## src/rtl/fft_frame_sched_if.sv

```systemverilog
// Stream bundle for fft_frame_sched: free-running ADC input (*_s)
// and framed output towards the window stage (*_m).
// Ports: tdata_s/tvalid_s/tready_s input stream,
//        tdata_m/tvalid_m/tuser_m/tlast_m/tready_m output stream.
// slave = scheduler view, master = environment (source + sink) view.
interface fft_frame_sched_if #(
    parameter int DW = 16
);
    logic [DW-1:0] tdata_s;
    logic          tvalid_s;
    logic          tready_s;
    logic [DW-1:0] tdata_m;
    logic          tvalid_m;
    logic          tuser_m;
    logic          tlast_m;
    logic          tready_m;

    modport slave (
        input  tdata_s, tvalid_s, tready_m,
        output tready_s, tdata_m, tvalid_m, tuser_m, tlast_m
    );

    modport master (
        output tdata_s, tvalid_s, tready_m,
        input  tready_s, tdata_m, tvalid_m, tuser_m, tlast_m
    );
endinterface

```

## src/rtl/fft_frame_sched.sv

```systemverilog
// FFT frame scheduler: cuts a free-running sample stream into frames
// of FRAME_LEN samples with optional inter-frame skip and run control.
// Ports: clk, reset_n (async, active-low); bus (stream bundle, slave);
//        cfg_start/cfg_abort pulses, cfg_continuous, cfg_nframes,
//        cfg_skip; busy, done, frame_cnt status.
// Macro FFT_FRAME_SCHED_TRIG_EN adds trig_in and the WAIT_TRIG state.
module fft_frame_sched #(
    parameter int DW        = 16,
    parameter int FRAME_LEN = 1024,
    parameter int CNT_W     = 16
) (
    input  logic             clk,
    input  logic             reset_n,
    fft_frame_sched_if.slave bus,
    input  logic             cfg_start,
    input  logic             cfg_abort,
    input  logic             cfg_continuous,
    input  logic [CNT_W-1:0] cfg_nframes,
    input  logic [CNT_W-1:0] cfg_skip,
`ifdef FFT_FRAME_SCHED_TRIG_EN
    input  logic             trig_in,
`endif
    output logic             busy,
    output logic             done,
    output logic [CNT_W-1:0] frame_cnt
);

    localparam int IW = $clog2(FRAME_LEN);
    localparam logic [IW-1:0] LAST = IW'(FRAME_LEN - 1);

    typedef enum logic [1:0] {
        S_IDLE    = 2'd0,
        S_CAPTURE = 2'd1,
        S_SKIP    = 2'd2
`ifdef FFT_FRAME_SCHED_TRIG_EN
        ,
        S_WAIT_TRIG = 2'd3
`endif
    } state_t;

`ifdef FFT_FRAME_SCHED_TRIG_EN
    localparam state_t START_ST = S_WAIT_TRIG;
`else
    localparam state_t START_ST = S_CAPTURE;
`endif

    state_t           r_state;
    logic [IW-1:0]    r_idx;
    logic [CNT_W-1:0] r_frame_cnt;
    logic [CNT_W-1:0] r_skip_cnt;
    logic [CNT_W-1:0] r_nframes;
    logic [CNT_W-1:0] r_skip;
    logic             r_cont;
    logic             r_abort_pend;
    logic             r_busy;
    logic             r_done;

    logic [DW-1:0]    w_data;
    logic             w_cap;
    logic             w_hs;
    logic             w_last;
    logic             w_stop;
    logic [CNT_W-1:0] w_cnt_inc;
    logic [CNT_W-1:0] w_skip_inc;

    assign w_data     = bus.tdata_s;
    assign w_cap      = (r_state == S_CAPTURE);
    assign w_hs       = w_cap & bus.tvalid_s & bus.tready_m;
    assign w_last     = (r_idx == LAST);
    assign w_cnt_inc  = r_frame_cnt + 1'b1;
    assign w_skip_inc = r_skip_cnt + 1'b1;
    // A same-cycle abort at the tlast handshake ends the run too.
    assign w_stop     = r_abort_pend | cfg_abort
                      | (~r_cont & (w_cnt_inc == r_nframes));

    assign bus.tdata_m  = w_data;
    assign bus.tvalid_m = bus.tvalid_s & w_cap;
    assign bus.tuser_m  = w_cap & (r_idx == '0);
    assign bus.tlast_m  = w_cap & w_last;
    assign bus.tready_s = w_cap ? bus.tready_m : 1'b1;

    assign busy      = r_busy;
    assign done      = r_done;
    assign frame_cnt = r_frame_cnt;

`ifdef FFT_FRAME_SCHED_TRIG_EN
    logic r_trig_s1;
    logic r_trig_s2;
    logic r_trig_d;
    logic w_trig_rise;

    assign w_trig_rise = r_trig_s2 & ~r_trig_d;

    always_ff @(posedge clk or negedge reset_n) begin
        if (!reset_n) begin
            r_trig_s1 <= 1'b0;
            r_trig_s2 <= 1'b0;
            r_trig_d  <= 1'b0;
        end else begin
            r_trig_s1 <= trig_in;
            r_trig_s2 <= r_trig_s1;
            r_trig_d  <= r_trig_s2;
        end
    end
`endif

    always_ff @(posedge clk or negedge reset_n) begin
        if (!reset_n) begin
            r_state      <= S_IDLE;
            r_idx        <= '0;
            r_frame_cnt  <= '0;
            r_skip_cnt   <= '0;
            r_nframes    <= '0;
            r_skip       <= '0;
            r_cont       <= 1'b0;
            r_abort_pend <= 1'b0;
            r_busy       <= 1'b0;
            r_done       <= 1'b0;
        end else begin
            r_done <= 1'b0;
            unique case (r_state)
                S_IDLE: begin
                    if (cfg_start && !cfg_abort) begin
                        r_cont       <= cfg_continuous;
                        r_nframes    <= (cfg_nframes == '0)
                                      ? CNT_W'(1) : cfg_nframes;
                        r_skip       <= cfg_skip;
                        r_frame_cnt  <= '0;
                        r_idx        <= '0;
                        r_skip_cnt   <= '0;
                        r_abort_pend <= 1'b0;
                        r_busy       <= 1'b1;
                        r_state      <= START_ST;
                    end
                end
                S_CAPTURE: begin
                    // Abort waits for tlast so frames are never cut short.
                    if (cfg_abort)
                        r_abort_pend <= 1'b1;
                    if (w_hs) begin
                        if (w_last) begin
                            r_idx       <= '0;
                            r_frame_cnt <= w_cnt_inc;
                            if (w_stop) begin
                                r_state      <= S_IDLE;
                                r_busy       <= 1'b0;
                                r_done       <= 1'b1;
                                r_abort_pend <= 1'b0;
                            end else if (r_skip != '0) begin
                                r_state    <= S_SKIP;
                                r_skip_cnt <= '0;
                            end
                        end else begin
                            r_idx <= r_idx + 1'b1;
                        end
                    end
                end
                S_SKIP: begin
                    if (cfg_abort) begin
                        r_state <= S_IDLE;
                        r_busy  <= 1'b0;
                        r_done  <= 1'b1;
                    end else if (bus.tvalid_s) begin
                        if (w_skip_inc == r_skip) begin
                            r_state    <= S_CAPTURE;
                            r_skip_cnt <= '0;
                        end else begin
                            r_skip_cnt <= w_skip_inc;
                        end
                    end
                end
`ifdef FFT_FRAME_SCHED_TRIG_EN
                S_WAIT_TRIG: begin
                    if (cfg_abort) begin
                        r_state <= S_IDLE;
                        r_busy  <= 1'b0;
                        r_done  <= 1'b1;
                    end else if (w_trig_rise) begin
                        r_state <= S_CAPTURE;
                    end
                end
`endif
                default: begin
                    r_state <= S_IDLE;
                    r_busy  <= 1'b0;
                end
            endcase
        end
    end

endmodule

```

## src/flat_wrapper.sv

```systemverilog
// flat-port wrapper written by rule: the top's interface ports become plain ports
module fft_frame_sched_flat 
#(
    parameter int DW        = 16,
    parameter int FRAME_LEN = 1024,
    parameter int CNT_W     = 16
)
  (clk, reset_n, cfg_start, cfg_abort, cfg_continuous, cfg_nframes, cfg_skip, busy, done, frame_cnt, bus_tdata_s, bus_tvalid_s, bus_tready_m, bus_tready_s, bus_tdata_m, bus_tvalid_m, bus_tuser_m, bus_tlast_m);
  fft_frame_sched_if #(.DW(DW)) bus_i ();
  input  logic clk;
  input  logic reset_n;
  input  logic cfg_start;
  input  logic cfg_abort;
  input  logic cfg_continuous;
  input  logic [CNT_W-1:0] cfg_nframes;
  input  logic [CNT_W-1:0] cfg_skip;
  output logic busy;
  output logic done;
  output logic [CNT_W-1:0] frame_cnt;
  input wire logic [$bits(bus_i.tdata_s)-1:0] bus_tdata_s;
  input wire logic [$bits(bus_i.tvalid_s)-1:0] bus_tvalid_s;
  input wire logic [$bits(bus_i.tready_m)-1:0] bus_tready_m;
  output wire logic [$bits(bus_i.tready_s)-1:0] bus_tready_s;
  output wire logic [$bits(bus_i.tdata_m)-1:0] bus_tdata_m;
  output wire logic [$bits(bus_i.tvalid_m)-1:0] bus_tvalid_m;
  output wire logic [$bits(bus_i.tuser_m)-1:0] bus_tuser_m;
  output wire logic [$bits(bus_i.tlast_m)-1:0] bus_tlast_m;
  assign bus_i.tdata_s = bus_tdata_s;
  assign bus_i.tvalid_s = bus_tvalid_s;
  assign bus_i.tready_m = bus_tready_m;
  assign bus_tready_s = bus_i.tready_s;
  assign bus_tdata_m = bus_i.tdata_m;
  assign bus_tvalid_m = bus_i.tvalid_m;
  assign bus_tuser_m = bus_i.tuser_m;
  assign bus_tlast_m = bus_i.tlast_m;
  fft_frame_sched #(.DW(DW), .FRAME_LEN(FRAME_LEN), .CNT_W(CNT_W)) u_core (.clk(clk), .reset_n(reset_n), .bus(bus_i), .cfg_start(cfg_start), .cfg_abort(cfg_abort), .cfg_continuous(cfg_continuous), .cfg_nframes(cfg_nframes), .cfg_skip(cfg_skip), .busy(busy), .done(done), .frame_cnt(frame_cnt));
endmodule
```

## config.mk

```make
export PLATFORM = sky130hd
export DESIGN_NAME = fft_frame_sched_flat
export DESIGN_NICKNAME = d
export VERILOG_FILES = /design/src/rtl/fft_frame_sched_if.sv /design/src/rtl/fft_frame_sched.sv /design/src/flat_wrapper.sv
export SDC_FILE = /design/constraint.sdc
export NUM_CORES = 1
export LEC_CHECK = 0
export CORE_MARGIN = 2
export CORE_UTILIZATION = 50
export CTS_CLUSTER_SIZE = 30
export DETAILED_ROUTE_END_ITERATION = 12
export GPL_ROUTABILITY_DRIVEN = 0
export HOLD_SLACK_MARGIN = 0.05
export PLACE_DENSITY = 0.83
export SLEW_MARGIN = 0
export SYNTH_ARGS = -nofsm -noshare
export SYNTH_HDL_FRONTEND = slang
export SYNTH_SLANG_ARGS = --single-unit
```

## constraint.sdc

```tcl
create_clock -name clk -period 3.69 [get_ports clk]
set_clock_uncertainty 0.1 [all_clocks]
set_input_delay 0.738 -clock clk [delete_from_list [all_inputs] [get_ports clk]]
set_output_delay 0.738 -clock clk [all_outputs]
set_load 0.05 [all_outputs]
```

==> flow_metrics.tcl <==
set metrics [dict create \
    clk_pin_slew_ns 0.09 \
    drive_gt1_share_pct 8.69 \
    cts_made_buffers 9 \
    maxCapViolations 0 \
    final_cell_count_no_fill 819 \
    fin_crit_ns 3.46 \
    end_kind "register" \
    synth.largest_area_cell "dfrtp_1" \
    rsz0062_at_grt "no" \
    tritoncts "done" \
    clockBufferDepth 2 \
    max_freq_mhz 289 \
    crit_arrival_ns 3.61 \
    p_total_mw 3.47 \
    clock_latency_ns 0.37 \
    finalCritPeriodShare_pct 93.7 \
    grtUsageTotal_pct 25.4 \
    grt_pass1_vias 4856 \
    seqCellArea_mm2 0.00200 \
    core_mm2 0.0107 \
    cts-root-buf "clkbuf_8" \
    slew_violations 0 \
    multi_input_comb_area_mm2 0.00307 \
    ys_async_sr_fraction_pct 100 \
    ir_drop_uv 256 \
    rrSetupSlack_ns 0.23 \
    yosysWarnings 0 \
    clock_sinks 80 \
    wire_per_inst_um 17.4 \
    synth_cell_types 77 \
    first_pass_iters 6 \
    setup_viol 0 \
    synth_edf_count 0 \
    start_util_pct 50.6 \
    io_pins 93 \
    critPathLaunchType "register" \
    hold_slack_ns 0.410 \
    first_iter_violations 400 \
    synth_nets 706 \
    status "finished, final reports clean" \
    hold_class "primary input to async pin" \
    leakage_nw 2.67 \
    grt_first_pass_wirelength_um 23500 \
    syn2layout_area_growth_pct 14.4 \
    antenna_found_initial 0 \
    placed_cells 803 \
    final_nets 737 \
    antenna_left 0 \
    portBuffers 60 \
    die-area_mm2 0.0117 \
    synth-main-ff-cell "dfrtp_1" \
    syn_avg_cell_area_um2 8.46 \
    path_class "register to register" \
    via_per_inst 6.14 \
    htreeDepth 3 \
    slew_headroom_pct 33.5 \
    critical_path_required_ns 3.84 \
    syn_area_mm2 0.00544 \
    wirelength_um 14200 \
    die_h_um 108 \
    antenna_cells 0 \
    dp.final_hpwl_um 9970 \
    synth_seq_cells 80 \
    grt_max_degree 81 \
    power.density_mw_per_mm2 557 \
    via_count 5029 \
    yosysSeqAreaShare_pct 36.8 \
    finalHoldViolations 0 \
    std_cell_rows 38 \
    yosysTopAreaCellShare_pct 36.8 \
    n_fill_cell 944 \
    fin_setup_tns_ns 0 \
    synth_area_leaders "dfrtp_1, nand2_1, xnor2_1" \
    overflow 0 \
    tightest_slew_ns 0.998 \
    synth_cells 643 \
    cts_setup_buffers 0 \
    fp.dieW_um 108 \
    remaining_drc_errors 0 \
    critPathMaxFanout 14 \
]
[per-stage QoR]
step / setup WS (ns) / utilization [%] / instance area (um2)
global placement: 0.347 / 55.8 / 6000
CTS: 0.271 / 57.8 / 6210
finish: 0.233 / 57.9 / 6220
floorplan: 0.263 / - / 5440
detailed placement: 0.260 / 55.8 / 6000
global route: 0.0855 / 57.9 / 6220
[layout make-up]
| type | count | area share, % |
|---|---|---|
| flip-flops and latches | 80 | 32.2 |
| well taps | 140 | 2.82 |
| inverters | 16 | 0.966 |
| multi-input cells | 494 | 49.4 |
| clock buffers | 13 | 2.72 |
| clock inverters | 3 | 0.765 |
| repair buffers | 73 | 11.2 |
[worst paths after layout]
kind                                         to                start  cells after the start
max in group asynchronous  u_core.r_skip_cnt[8]              reset_n                      1
min reg2reg                       u_core.r_cont        u_core.r_cont                      2
min                         u_core.frame_cnt[7]              reset_n                      1
max reg2reg                         u_core.busy  u_core.frame_cnt[5]                      8
min in group clk                  u_core.r_cont        u_core.r_cont                      2
max                                 u_core.busy  u_core.frame_cnt[5]                      8
[state kept, by name, indices dropped and copies added (netlist names)]
| name | count |
|---|---|
| u_core.r_nframes | 16 |
| u_core.frame_cnt | 16 |
| u_core.r_state | 2 |
| u_core.done | 1 |
| u_core.r_idx | 10 |
| u_core.r_skip | 16 |
| u_core.busy | 1 |
| u_core.r_abort_pend | 1 |
| u_core.r_cont | 1 |
| u_core.r_skip_cnt | 16 |
[layout by cell type, fill, tap and decap left out, types with 13 or more instances in the layout]
master / instances
buf_4: 14
clkdlybuf4s50_1: 59
dfrtp_1: 80
inv_1: 16
nand2_1: 146
nand3_1: 17
nand4_1: 16
nor2_1: 31
nor3_1: 13
nor4_1: 17
o21ai_0: 40
xnor2_1: 24
xor2_1: 20
[per-layer routing]
metal / part of all wire [%] / up-vias / global-route usage (%) / routed length (um)
li1: - / 2317 / - / -
met1: 41 / 2409 / 32.3 / 5880
met2: 48 / 261 / 43.0 / 6830
met3: 7.8 / 42 / 4.58 / 1110
met4: 2.9 / 0 / 9.71 / 414
met5: 0 / - / 0 / 0
[cells in the mapped netlist (all sizes together) (11+ instances only)]
cell    instances
inv            16
a22o           11
xor2           20
dfrtp          80
nor3           13
nor2           32
buf            34
xnor2          24
nand2         148
clkbuf         19
nand3          21
nand4          18
nor4           18
o31ai          13
o21ai          45
[cells by family (layout without fill, tap and decap cells)]
group                      Yosys count  in the layout  share of synthesized area (%)
and+or+nand+nor                    316            316                           30.5
buffers and inverters               69            105                           6.95
adders and majority gates            8              8                           1.84
AOI/OAI and AO/OA                  119            119                           15.3
xor gates and xnor gates            44             44                           7.09
muxes                                7              7                           1.54
DFF                                 80             80                           36.8
[timing repair]
action | in CTS | in global routing
hold buffers | 0 | 0
resized for setup | 0 | 1
setup endpoints to repair | 0 | 3
[worst max-delay path, stage by stage, from the launching register on]
cell and delay (ns):
dfrtp_1 0.58, nand3_2 0.33, or4_1 0.59, o21ai_1 0.28, nor3_1 0.09, or4_4 0.55, nor4b_4 0.36, o21ai_1 0.15
mux2_4 0.31
[where the power goes]
| part | leakage, nW | switching, mW | internal (mW) |
|---|---|---|---|
| registers | 1.06 | 0.230 | 1.08 |
| logic | 1.50 | 0.833 | 0.602 |
| clock network | 0.110 | 0.344 | 0.373 |
Power figures use the tool's default switching activity.
